<file path="config.mk">
export PLATFORM = sky130hd
export DESIGN_NAME = score_keeper_flat
export DESIGN_NICKNAME = d
export VERILOG_FILES = /design/src/rtl/score_keeper_pkg.sv /design/src/rtl/score_keeper_if.sv /design/src/rtl/score_keeper_bcd4_add.sv /design/src/rtl/score_keeper.sv /design/src/flat_wrapper.sv
export SDC_FILE = /design/constraint.sdc
export NUM_CORES = 1
export LEC_CHECK = 0
export BUFFER_PORTS_ARGS = -buffer_cell sky130_fd_sc_hd__buf_4
export CAP_MARGIN = 10
export CORE_AREA = 2 2 68 83
export CTS_CLUSTER_DIAMETER = 100
export DETAILED_ROUTE_END_ITERATION = 16
export DIE_AREA = 0 0 70 85
export PLACE_DENSITY = 0.85
export SYNTH_ARGS = -nofsm -noshare
export SYNTH_HDL_FRONTEND = slang
export SYNTH_SLANG_ARGS = --single-unit
export TNS_END_PERCENT = 100
</file>
<file path="constraint.sdc">
create_clock -name clk -period 5.4 [get_ports clk]
set_input_delay 0.27 -clock clk [delete_from_list [all_inputs] [get_ports clk]]
set_output_delay 0.27 -clock clk [all_outputs]
set_load 0.005 [all_outputs]
</file>
<file path="src/rtl/score_keeper_pkg.sv">
// Shared types and constants for the score keeper: game FSM encoding,
// BCD ghost-combo point values and datapath widths.
package score_keeper_pkg;

  typedef enum logic [1:0] {
    INIT = 2'd0,
    PLAY = 2'd1,
    WIN  = 2'd2,
    LOSE = 2'd3
  } game_state_t;

  localparam int unsigned SCORE_W  = 16;
  localparam int unsigned LIVES_W  = 3;
  localparam int unsigned PELLET_W = 10;
  localparam int unsigned COMBO_W  = 2;

  // Points for the n-th ghost of a combo, packed BCD.
  localparam logic [SCORE_W-1:0] COMBO_PTS_0 = 16'h0200;
  localparam logic [SCORE_W-1:0] COMBO_PTS_1 = 16'h0400;
  localparam logic [SCORE_W-1:0] COMBO_PTS_2 = 16'h0800;
  localparam logic [SCORE_W-1:0] COMBO_PTS_3 = 16'h1600;

  localparam logic [SCORE_W-1:0] SCORE_MAX = 16'h9999;

  // Ghost points for a combo index.
  function automatic logic [SCORE_W-1:0] combo_points(input logic [COMBO_W-1:0] idx);
    logic [SCORE_W-1:0] pts;
    case (idx)
      2'd0:    pts = COMBO_PTS_0;
      2'd1:    pts = COMBO_PTS_1;
      2'd2:    pts = COMBO_PTS_2;
      default: pts = COMBO_PTS_3;
    endcase
    return pts;
  endfunction

endpackage

</file>
<file path="src/rtl/score_keeper_if.sv">
// Event/handshake bundle between the game logic and the score keeper.
//   master: drives start/ack and event pulses, observes score/status
//   slave : the score keeper itself
interface score_keeper_if;
  import score_keeper_pkg::*;

  logic                start;
  logic                ack;
  logic                pellet_eaten;
  logic                power_eaten;
  logic                ghost_eaten;
  logic                pacman_caught;
  logic [SCORE_W-1:0]  score;
  logic [LIVES_W-1:0]  lives;
  logic [PELLET_W-1:0] pellets_left;
  logic                playing;
  logic                win;
  logic                lose;

  modport master (
    output start, ack, pellet_eaten, power_eaten, ghost_eaten, pacman_caught,
    input  score, lives, pellets_left, playing, win, lose
  );

  modport slave (
    input  start, ack, pellet_eaten, power_eaten, ghost_eaten, pacman_caught,
    output score, lives, pellets_left, playing, win, lose
  );

endinterface

</file>
<file path="src/rtl/score_keeper_bcd4_add.sv">
// Combinational 4-digit packed-BCD adder (bcd4_add). Operands must be valid
// BCD; a carry out of the thousands digit saturates the result to 9999.
//   a, b  : 16-bit packed BCD operands
//   sum_c : saturated packed BCD sum
module score_keeper_bcd4_add
  import score_keeper_pkg::*;
(
  input  logic [SCORE_W-1:0] a,
  input  logic [SCORE_W-1:0] b,
  output logic [SCORE_W-1:0] sum_c
);

  localparam int unsigned DIGITS = SCORE_W / 4;

  // Ripple the decimal carry digit by digit, applying the +6 correction.
  always_comb begin
    logic [4:0]         digit;
    logic               carry;
    logic [SCORE_W-1:0] raw;
    digit = '0;
    carry = 1'b0;
    raw   = '0;
    for (int i = 0; i < int'(DIGITS); i++) begin
      digit = 5'(a[i*4 +: 4]) + 5'(b[i*4 +: 4]) + 5'(carry);
      if (digit > 5'd9) begin
        digit = digit + 5'd6;
        carry = 1'b1;
      end else begin
        carry = 1'b0;
      end
      raw[i*4 +: 4] = digit[3:0];
    end
    sum_c = carry ? SCORE_MAX : raw;
  end

endmodule

</file>
<file path="src/rtl/score_keeper.sv">
// Game score keeper: accumulates a packed-BCD score, tracks lives and
// remaining pellets, and runs the INIT/PLAY/WIN/LOSE game state machine.
//   clk, reset : clock, asynchronous active-low reset
//   bus.start/ack             : level controls into the FSM
//   bus.*_eaten/pacman_caught : one-cycle event pulses, honoured in PLAY only
//   bus.score/lives/pellets_left/playing/win/lose : registered status
module score_keeper
  import score_keeper_pkg::*;
#(
  parameter int unsigned PELLET_TOTAL = 244,
  parameter int unsigned LIVES_INIT   = 3,
  parameter logic [7:0]  PTS_PELLET   = 8'h10,
  parameter logic [7:0]  PTS_POWER    = 8'h50
) (
  input  logic            clk,
  input  logic            reset,
  score_keeper_if.slave   bus
);

  localparam logic [PELLET_W-1:0] PELLETS_FULL = PELLET_W'(PELLET_TOTAL);
  localparam logic [LIVES_W-1:0]  LIVES_FULL   = LIVES_W'(LIVES_INIT);

  game_state_t         state_q, state_d;
  logic                playing_q, win_q, lose_q;
  logic                playing_d, win_d, lose_d;

  logic [SCORE_W-1:0]  score_q;
  logic [LIVES_W-1:0]  lives_q;
  logic [PELLET_W-1:0] pellets_q;
  logic [COMBO_W-1:0]  combo_q;

  logic                in_play_c;
  logic                pel_c, pow_c, ghost_c, caught_c;
  logic [7:0]          low_inc_c;
  logic [SCORE_W-1:0]  inc_c;
  logic [SCORE_W-1:0]  score_sum_c;
  logic [1:0]          eaten_c;
  logic [PELLET_W-1:0] pellets_next_c;
  logic [LIVES_W-1:0]  lives_next_c;
  logic [COMBO_W-1:0]  combo_next_c;

  // Events only count while a game is in progress.
  assign in_play_c = (state_q == PLAY);
  assign pel_c     = bus.pellet_eaten  & in_play_c;
  assign pow_c     = bus.power_eaten   & in_play_c;
  assign ghost_c   = bus.ghost_eaten   & in_play_c;
  assign caught_c  = bus.pacman_caught & in_play_c;

  // Score increment: pellet/power points in the low byte, ghost combo
  // points in the upper digits (their low byte is always 00).
  always_comb begin
    low_inc_c = (pel_c ? PTS_PELLET : 8'h00) + (pow_c ? PTS_POWER : 8'h00);
    inc_c     = {8'h00, low_inc_c};
    if (ghost_c) begin
      inc_c = inc_c | combo_points(combo_q);
    end
  end

  score_keeper_bcd4_add u_bcd4_add (
    .a     (score_q),
    .b     (inc_c),
    .sum_c (score_sum_c)
  );

  // Pellet count, lives and combo index for the next cycle.
  always_comb begin
    eaten_c = 2'(pel_c) + 2'(pow_c);
    if (pellets_q <= PELLET_W'(eaten_c)) begin
      pellets_next_c = '0;
    end else begin
      pellets_next_c = pellets_q - PELLET_W'(eaten_c);
    end

    lives_next_c = lives_q;
    if (caught_c && (lives_q != '0)) begin
      lives_next_c = lives_q - LIVES_W'(1);
    end

    // The ghost is scored from combo_q before any clear takes effect.
    combo_next_c = combo_q;
    if (pow_c || caught_c) begin
      combo_next_c = '0;
    end else if (ghost_c && (combo_q != COMBO_W'(3))) begin
      combo_next_c = combo_q + COMBO_W'(1);
    end
  end

  // FSM state register, with status flags registered alongside.
  always_ff @(posedge clk or negedge reset) begin
    if (!reset) begin
      state_q   <= INIT;
      playing_q <= 1'b0;
      win_q     <= 1'b0;
      lose_q    <= 1'b0;
    end else begin
      state_q   <= state_d;
      playing_q <= playing_d;
      win_q     <= win_d;
      lose_q    <= lose_d;
    end
  end

  // Next-state logic; an emptied maze outranks a lost last life.
  always_comb begin
    state_d = state_q;
    case (state_q)
      INIT: begin
        if (bus.start) state_d = PLAY;
      end
      PLAY: begin
        if (pellets_next_c == '0) begin
          state_d = WIN;
        end else if (caught_c && (lives_next_c == '0)) begin
          state_d = LOSE;
        end
      end
      WIN, LOSE: begin
        if (bus.ack) state_d = INIT;
      end
      default: state_d = INIT;
    endcase
  end

  // Status flags decoded from the state being entered.
  always_comb begin
    playing_d = 1'b0;
    win_d     = 1'b0;
    lose_d    = 1'b0;
    case (state_d)
      PLAY:    playing_d = 1'b1;
      WIN:     win_d     = 1'b1;
      LOSE:    lose_d    = 1'b1;
      default: ;
    endcase
  end

  // Game datapath; previous score stays visible in INIT until the next start.
  always_ff @(posedge clk or negedge reset) begin
    if (!reset) begin
      score_q   <= '0;
      lives_q   <= '0;
      pellets_q <= PELLETS_FULL;
      combo_q   <= '0;
    end else if ((state_q == INIT) && bus.start) begin
      score_q   <= '0;
      lives_q   <= LIVES_FULL;
      pellets_q <= PELLETS_FULL;
      combo_q   <= '0;
    end else if (in_play_c) begin
      score_q   <= score_sum_c;
      lives_q   <= lives_next_c;
      pellets_q <= pellets_next_c;
      combo_q   <= combo_next_c;
    end
  end

  assign bus.score        = score_q;
  assign bus.lives        = lives_q;
  assign bus.pellets_left = pellets_q;
  assign bus.playing      = playing_q;
  assign bus.win          = win_q;
  assign bus.lose         = lose_q;

endmodule

</file>
<file path="src/flat_wrapper.sv">
// flat-port wrapper written by rule: the top's interface ports become plain ports
module score_keeper_flat import score_keeper_pkg::*;
#(
  parameter int unsigned PELLET_TOTAL = 244,
  parameter int unsigned LIVES_INIT   = 3,
  parameter logic [7:0]  PTS_PELLET   = 8'h10,
  parameter logic [7:0]  PTS_POWER    = 8'h50
)
  (clk, reset, bus_start, bus_ack, bus_pellet_eaten, bus_power_eaten, bus_ghost_eaten, bus_pacman_caught, bus_score, bus_lives, bus_pellets_left, bus_playing, bus_win, bus_lose);
  score_keeper_if bus_i ();
  input  logic clk;
  input  logic reset;
  input wire logic [$bits(bus_i.start)-1:0] bus_start;
  input wire logic [$bits(bus_i.ack)-1:0] bus_ack;
  input wire logic [$bits(bus_i.pellet_eaten)-1:0] bus_pellet_eaten;
  input wire logic [$bits(bus_i.power_eaten)-1:0] bus_power_eaten;
  input wire logic [$bits(bus_i.ghost_eaten)-1:0] bus_ghost_eaten;
  input wire logic [$bits(bus_i.pacman_caught)-1:0] bus_pacman_caught;
  output wire logic [$bits(bus_i.score)-1:0] bus_score;
  output wire logic [$bits(bus_i.lives)-1:0] bus_lives;
  output wire logic [$bits(bus_i.pellets_left)-1:0] bus_pellets_left;
  output wire logic [$bits(bus_i.playing)-1:0] bus_playing;
  output wire logic [$bits(bus_i.win)-1:0] bus_win;
  output wire logic [$bits(bus_i.lose)-1:0] bus_lose;
  assign bus_i.start = bus_start;
  assign bus_i.ack = bus_ack;
  assign bus_i.pellet_eaten = bus_pellet_eaten;
  assign bus_i.power_eaten = bus_power_eaten;
  assign bus_i.ghost_eaten = bus_ghost_eaten;
  assign bus_i.pacman_caught = bus_pacman_caught;
  assign bus_score = bus_i.score;
  assign bus_lives = bus_i.lives;
  assign bus_pellets_left = bus_i.pellets_left;
  assign bus_playing = bus_i.playing;
  assign bus_win = bus_i.win;
  assign bus_lose = bus_i.lose;
  score_keeper #(.PELLET_TOTAL(PELLET_TOTAL), .LIVES_INIT(LIVES_INIT), .PTS_PELLET(PTS_PELLET), .PTS_POWER(PTS_POWER)) u_core (.clk(clk), .reset(reset), .bus(bus_i));
endmodule
</file>
Yosys cells after proc, flatten, opt, wreduce, memory -nomap -nowiden. Index checks and enable logic that the tools add are counted.

Order comparisons: 5. Equality and inequality tests: 9. Bitwise logic cells: 5. Add/sub/neg operators: 16. Reduce and logical (&&, ||, !) cells: 14. Multiplexer cells: 34.

Operator list (count): $mux 16 (5); $pmux 13 s3 (1); $mux 10 (3); $add 4x4->5 (4); $gt 5x4->1 const B (4); $add 4x3->4 const B (4); $mux 2 (8); $mux 4 (4); $or 8x16->16 (1); $add 5x1->5 (3); $eq 2x2->1 const B (5); $le 10x2->1 (1); $logic_not 10->1 (1); $sub 10x2->10 (1); $mux 3 (3); $add 8x8->8 (1); $mux 1 (7); $mux 7 (1); $eq 2x1->1 const B (3); $pmux 2 s3 (1); $reduce_bool 3->1 (2); $mux 5 (1); $and 1x1->1 (4); $logic_and 1x1->1 (4); 10 further kinds (11).

Output and inout port bits: 32. Flip-flop bits (word level): 36. Logic and storage cells: 91. Input port bits: 8.

Logic depth before layout (Yosys ltp).
Depth after elaboration: 21. Depth in mapped cells: 29. Gate-level depth less buffers: 28.

By module. From an unflattened synthesis, not the netlist that was laid out.

Cell total of the unflattened synthesis: 311. Area total of the unflattened synthesis: 2909.0 µm².

Modules (own cells, without submodules): score_keeper (area an instance 1884.3 µm², instances 1, sequential area each 907.1 µm², cells an instance 182); score_keeper_bcd4_add (area an instance 1024.7 µm², instances 1, sequential area each 0.0 µm², cells an instance 129).

Worst setup path before layout. OpenSTA, ideal clock, no wires.

Path type: reg2reg. Start point: register u_core.score_q[1] (netlist: u_core.bus.score[1]). End point: register u_core.score_q[2] (netlist: u_core.bus.score[2]). Clock period less this slack: 5560 ps. Cell stages (with the launch flop): 29. Buffers on the path: 2. Required time: 5317 ps. Data arrival time: 5478 ps. Path slack: -160 ps. Library setup time: 83 ps. Cell sequence: dfrtp_1 inv_1 ha_1 inv_1 ha_1 a31oi_1 a41oi_1 fa_1 fa_1 clkbuf_1 nor3_1 o21ai_0 o311ai_1 inv_1 ha_1 inv_1 fa_1 xor2_1 nand2_1 inv_1 o21ai_0 fa_1 ha_1 o21a_1 o22a_1 clkbuf_1 nor2_1 nand2_1 o21ai_0.

Cells in the longest elaborated chain, start to end: 15. Elaborated cells on any way between the ends: 17. Classes of those cells: add/sub (5); order compare (4); mux (8).

Ends and longest elaborated chain: from (decl) (line score_keeper.sv:27) `logic [SCORE_W-1:0] score_q;`; from (signal assigned) (line score_keeper.sv:150) `score_q <= score_sum_c;`; $add 4x4->5 (*) (line score_keeper_bcd4_add.sv:24) `digit = 5'(a[i*4 +: 4]) + 5'(b[i*4 +: 4]) + 5'(carry);`; $gt 5x4->1 (line score_keeper_bcd4_add.sv:25) `if (digit > 5'd9) begin`; $mux 1 (line score_keeper_bcd4_add.sv:25); $add 5x1->5 (line score_keeper_bcd4_add.sv:24); $gt 5x4->1 (line score_keeper_bcd4_add.sv:25); $mux 1 (line score_keeper_bcd4_add.sv:25); $add 5x1->5 (line score_keeper_bcd4_add.sv:24); $gt 5x4->1 (line score_keeper_bcd4_add.sv:25); $mux 1 (line score_keeper_bcd4_add.sv:25); $add 5x1->5 (line score_keeper_bcd4_add.sv:24); $gt 5x4->1 (line score_keeper_bcd4_add.sv:25); $mux 1 (line score_keeper_bcd4_add.sv:25); $mux 16 (*) (line score_keeper_bcd4_add.sv:33) `sum_c = carry ? SCORE_MAX : raw;`; $mux 16 (*) (line score_keeper.sv:149) `end else if (in_play_c) begin`; $mux 16 (*) (line score_keeper.sv:144) `end else if ((state_q == INIT) && bus.start) begin`.

Mark *: on every way between the ends. The rest lies on a longest branch, timed or not. The select of a mux whose other input is x is not followed. A chain may end at the register's enable or synchronous reset.

Worst setup path in the final report.
Start point: register u_core.score_q[2] (netlist: u_core.bus.score[2]). End point: register u_core.score_q[7] (netlist: u_core.bus.score[7]).

Cells in the longest elaborated chain, start to end: 15. Elaborated cells on any way between the ends: 17. Classes of those cells: add/sub (5); order compare (4); mux (8).

Ends and longest elaborated chain (line): $add 4x4->5 (*) (score_keeper_bcd4_add.sv:24); $gt 5x4->1 (*) (score_keeper_bcd4_add.sv:25); $mux 1 (*) (score_keeper_bcd4_add.sv:25); $add 5x1->5 (*) (score_keeper_bcd4_add.sv:24); $gt 5x4->1 (score_keeper_bcd4_add.sv:25); $mux 1 (score_keeper_bcd4_add.sv:25); $add 5x1->5 (score_keeper_bcd4_add.sv:24); $gt 5x4->1 (score_keeper_bcd4_add.sv:25); $mux 1 (score_keeper_bcd4_add.sv:25); $add 5x1->5 (score_keeper_bcd4_add.sv:24); $gt 5x4->1 (score_keeper_bcd4_add.sv:25); $mux 1 (score_keeper_bcd4_add.sv:25); $mux 16 (*) (score_keeper_bcd4_add.sv:33); $mux 16 (*) (score_keeper.sv:149); $mux 16 (*) (score_keeper.sv:144).

Marks and branches as above.

==> impl_metrics.ini <==
[critical_path]
crit_path_start_kind = register
cpMaxStageDelayCell = fa_2
crit_top_cell = fa_2
end_kind = register
cp_max_fo = 7
cp_slowest_stage_delay_ns = 0.60
cp.required_ns = 5.58
worstPathArrival_ns = 5.50
path_buf_inv = 5
crit_family = adder cells
worst-setup-path-type = register to register

[yosys]
synthFlopType = dfrtp_1
avgSynthCellArea_um2 = 8.87
synthSimpleGateAreaFrac = 0.180
async_flop_share = 1.00
synth_xor_area_frac = 0.0275
synth_edf_count = 0
synth_area_um2 = 2550
synth-compound-area-share = 0.223
synthCells = 287
synth_nets = 320
synth_top_family_by_area = compound AO/OA/AOI/OAI gates
yosysSeqAreaShare = 0.356
yosysWarningCount = 0
synthAdderAreaFrac = 0.138
ys_ff_latch = 36
muxShareOfSynthArea = 0.0162
synthDistinctLibCells = 55

[global_routing]
grt_pass1_vias = 2288
grt_max_degree = 37
grt_antenna_before_repair = 0
grt-ovfl-total = 0
grt_usage = 0.222
grt_pass1_wl_um = 10600

[clocking]
cts_tree = yes
clock_path_buffers = 2
cts_inserted_buffers = 5
cts_root_buf = clkbuf_8
insertion_delay_ns = 0.30
cts-htree-levels = 2
clock_sinks = 36
clk_pin_slew_ns = 0.08

[sta]
fin_tns_setup_ns = 0
timing.fmax_ghz = 0.188
finalMaxSlewViolations = 0
timing.final.setup_violations = 0
fin_ws_ns = 0.0845
period_share = 0.984
worst_pin_slew_ns = 0.700
clock_skew_ns = 0.0114
hold_viol = 0
layout_min_cycle_time_ns = 5.32
slew-limit-headroom = 0.530

[drt]
avgRoutedWirePerCell_um = 16.4
drc_errors = 0
firstDrtPassIters = 6
ant_nets = 0
via_per_inst = 5.93
vias = 2424
drtIter0Drc = 172
drt-total-wl_um = 6700

[floorplan]
ioPinCount = 40
start_util = 0.494
std_cell_rows = 29
die_area_um2 = 5950
die_width_um = 70
die_h_um = 85
coreArea_um2 = 5150

[place]
dpl_cell_area_um2 = 2940
dp_cells = 388
place_ws_ns = -0.152
gp_congestion = 0.898
dp_hpwl_um = 4710
io_buffers = 39

[run_status]
outcome = completed

[finish]
mostFrequentLayoutCell = buf_4
diodes = 0
final_cells = 409
final_nets = 379
layout_common_cells = buf_4 (59), dfrtp_1 (31), nor2_1 (30)
area_growth_pct = 26.1
final_area_um2 = 3210
fin_util = 0.623
drive_above_1_share = 0.285

[hold_path]
hold_class = input port to register

[power_and_ir_drop]
p_leak_nw = 1.54
vdd.ir_drop.worst_mv = 0.279
powerDensity_nw_per_um2 = 581

[run]
drv_cap = 0
[Yosys cell counts, types with 3 or more instances]
master,n,share of area
o21ai_0,26,0.051
clkbuf_1,7,0.010
nor3_1,7,0.014
a21oi_1,19,0.037
dfstp_2,5,0.052
nor2_1,31,0.046
nand3_1,8,0.016
mux2i_1,3,0.012
xnor2_1,5,0.017
xor2_1,3,0.010
fa_1,5,0.039
a31oi_1,4,0.0098
o21a_1,3,0.0088
nand2b_1,3,0.0074
ha_1,20,0.098
nor4_1,3,0.0074
dfrtp_1,31,0.30
a41oi_1,3,0.010
a22o_1,8,0.028
inv_1,26,0.038
nand2_1,19,0.028
and3_1,4,0.0098
[sequential cells by signal (all words and copies together), names as in the netlist]
register and count:
u_core.bus.score 16, u_core.bus.pellets_left 10, u_core.bus.lives 3, u_core.combo_q 2, u_core.state_q 2, u_core.bus.lose 1, u_core.bus.playing 1, u_core.bus.win 1
[what timing repair did]
action                                  in CTS  in global routing
endpoints found under the setup margin      14                 15
hold buffers                                 1                  0
pin swaps                                    1                 13
setup buffers                                0                 12
resized for setup                            6                 25
hold endpoints to repair                    31                  0
[per-stage QoR]
step	power, W	hold WS [ns]
2_1_floorplan	0.00118	-0.0256
3_3_place_gp	0.00148	0.256
3_5_place_dp	0.00153	0.265
4_1_cts	0.00173	0.280
5_1_grt	0.00201	0.315
6_report	0.00187	0.285
[worst reg2reg max path: cells and delay by family, from the launching register on]
kind	cells	cell delay, ns
adders and majority gates	8	2.73
AOI/OAI and AO/OA	10	1.56
DFF	1	0.41
buffers and inverters	5	0.36
and+or+nand+nor	2	0.15
[kinds of logic after synthesis]
group,Yosys count
xor gates and xnor gates,8
muxes,4
buffers and inverters,36
adders and majority gates,25
AOI/OAI and AO/OA,87
DFF,36
and+or+nand+nor,91
[final cells by class]
class / instances / area (um2)
Timing Repair Buffer: 62 / 475
Inverter: 26 / 97.6
Sequential cell: 36 / 907
Clock buffer: 8 / 80.1
Fill cell: 437 / 1940
Tap cell: 62 / 77.6
Multi-Input combinational cell: 215 / 1570
[path summary, 6_finish.rpt]
check,startpoint,endpoint,slack [ns],cells past startpoint
setup / recovery,u_core.bus.score[2]$_DFFE_PN0P_,u_core.bus.score[7]$_DFFE_PN0P_,0.08,25
hold / removal,bus_ack,u_core.bus.win$_DFF_PN0_,0.29,4
setup reg to reg,u_core.bus.score[2]$_DFFE_PN0P_,u_core.bus.score[7]$_DFFE_PN0P_,0.08,25
hold reg to reg,u_core.bus.score[11]$_DFFE_PN0P_,u_core.bus.score[11]$_DFFE_PN0P_,0.52,2
max in group asynchronous,reset,u_core.bus.pellets_left[6]$_DFFE_PN1P_,4.56,2
min in group asynchronous,reset,u_core.bus.score[2]$_DFFE_PN0P_,0.48,2
[routing by layer]
metal	global-route usage	routed length, um
met2	0.377	3480
met1	0.282	2770
met4	0.0979	97
met5	0	0
met3	0.0321	357
[power breakdown]
group          internal (W)  total [W]  leakage, nW  switching, W
clock             0.0000917   0.000191       0.0395     0.0000990
sequential         0.000359   0.000459        0.457      0.000100
combinational      0.000572    0.00122         1.04      0.000646
Power figures use the tool's default switching activity.
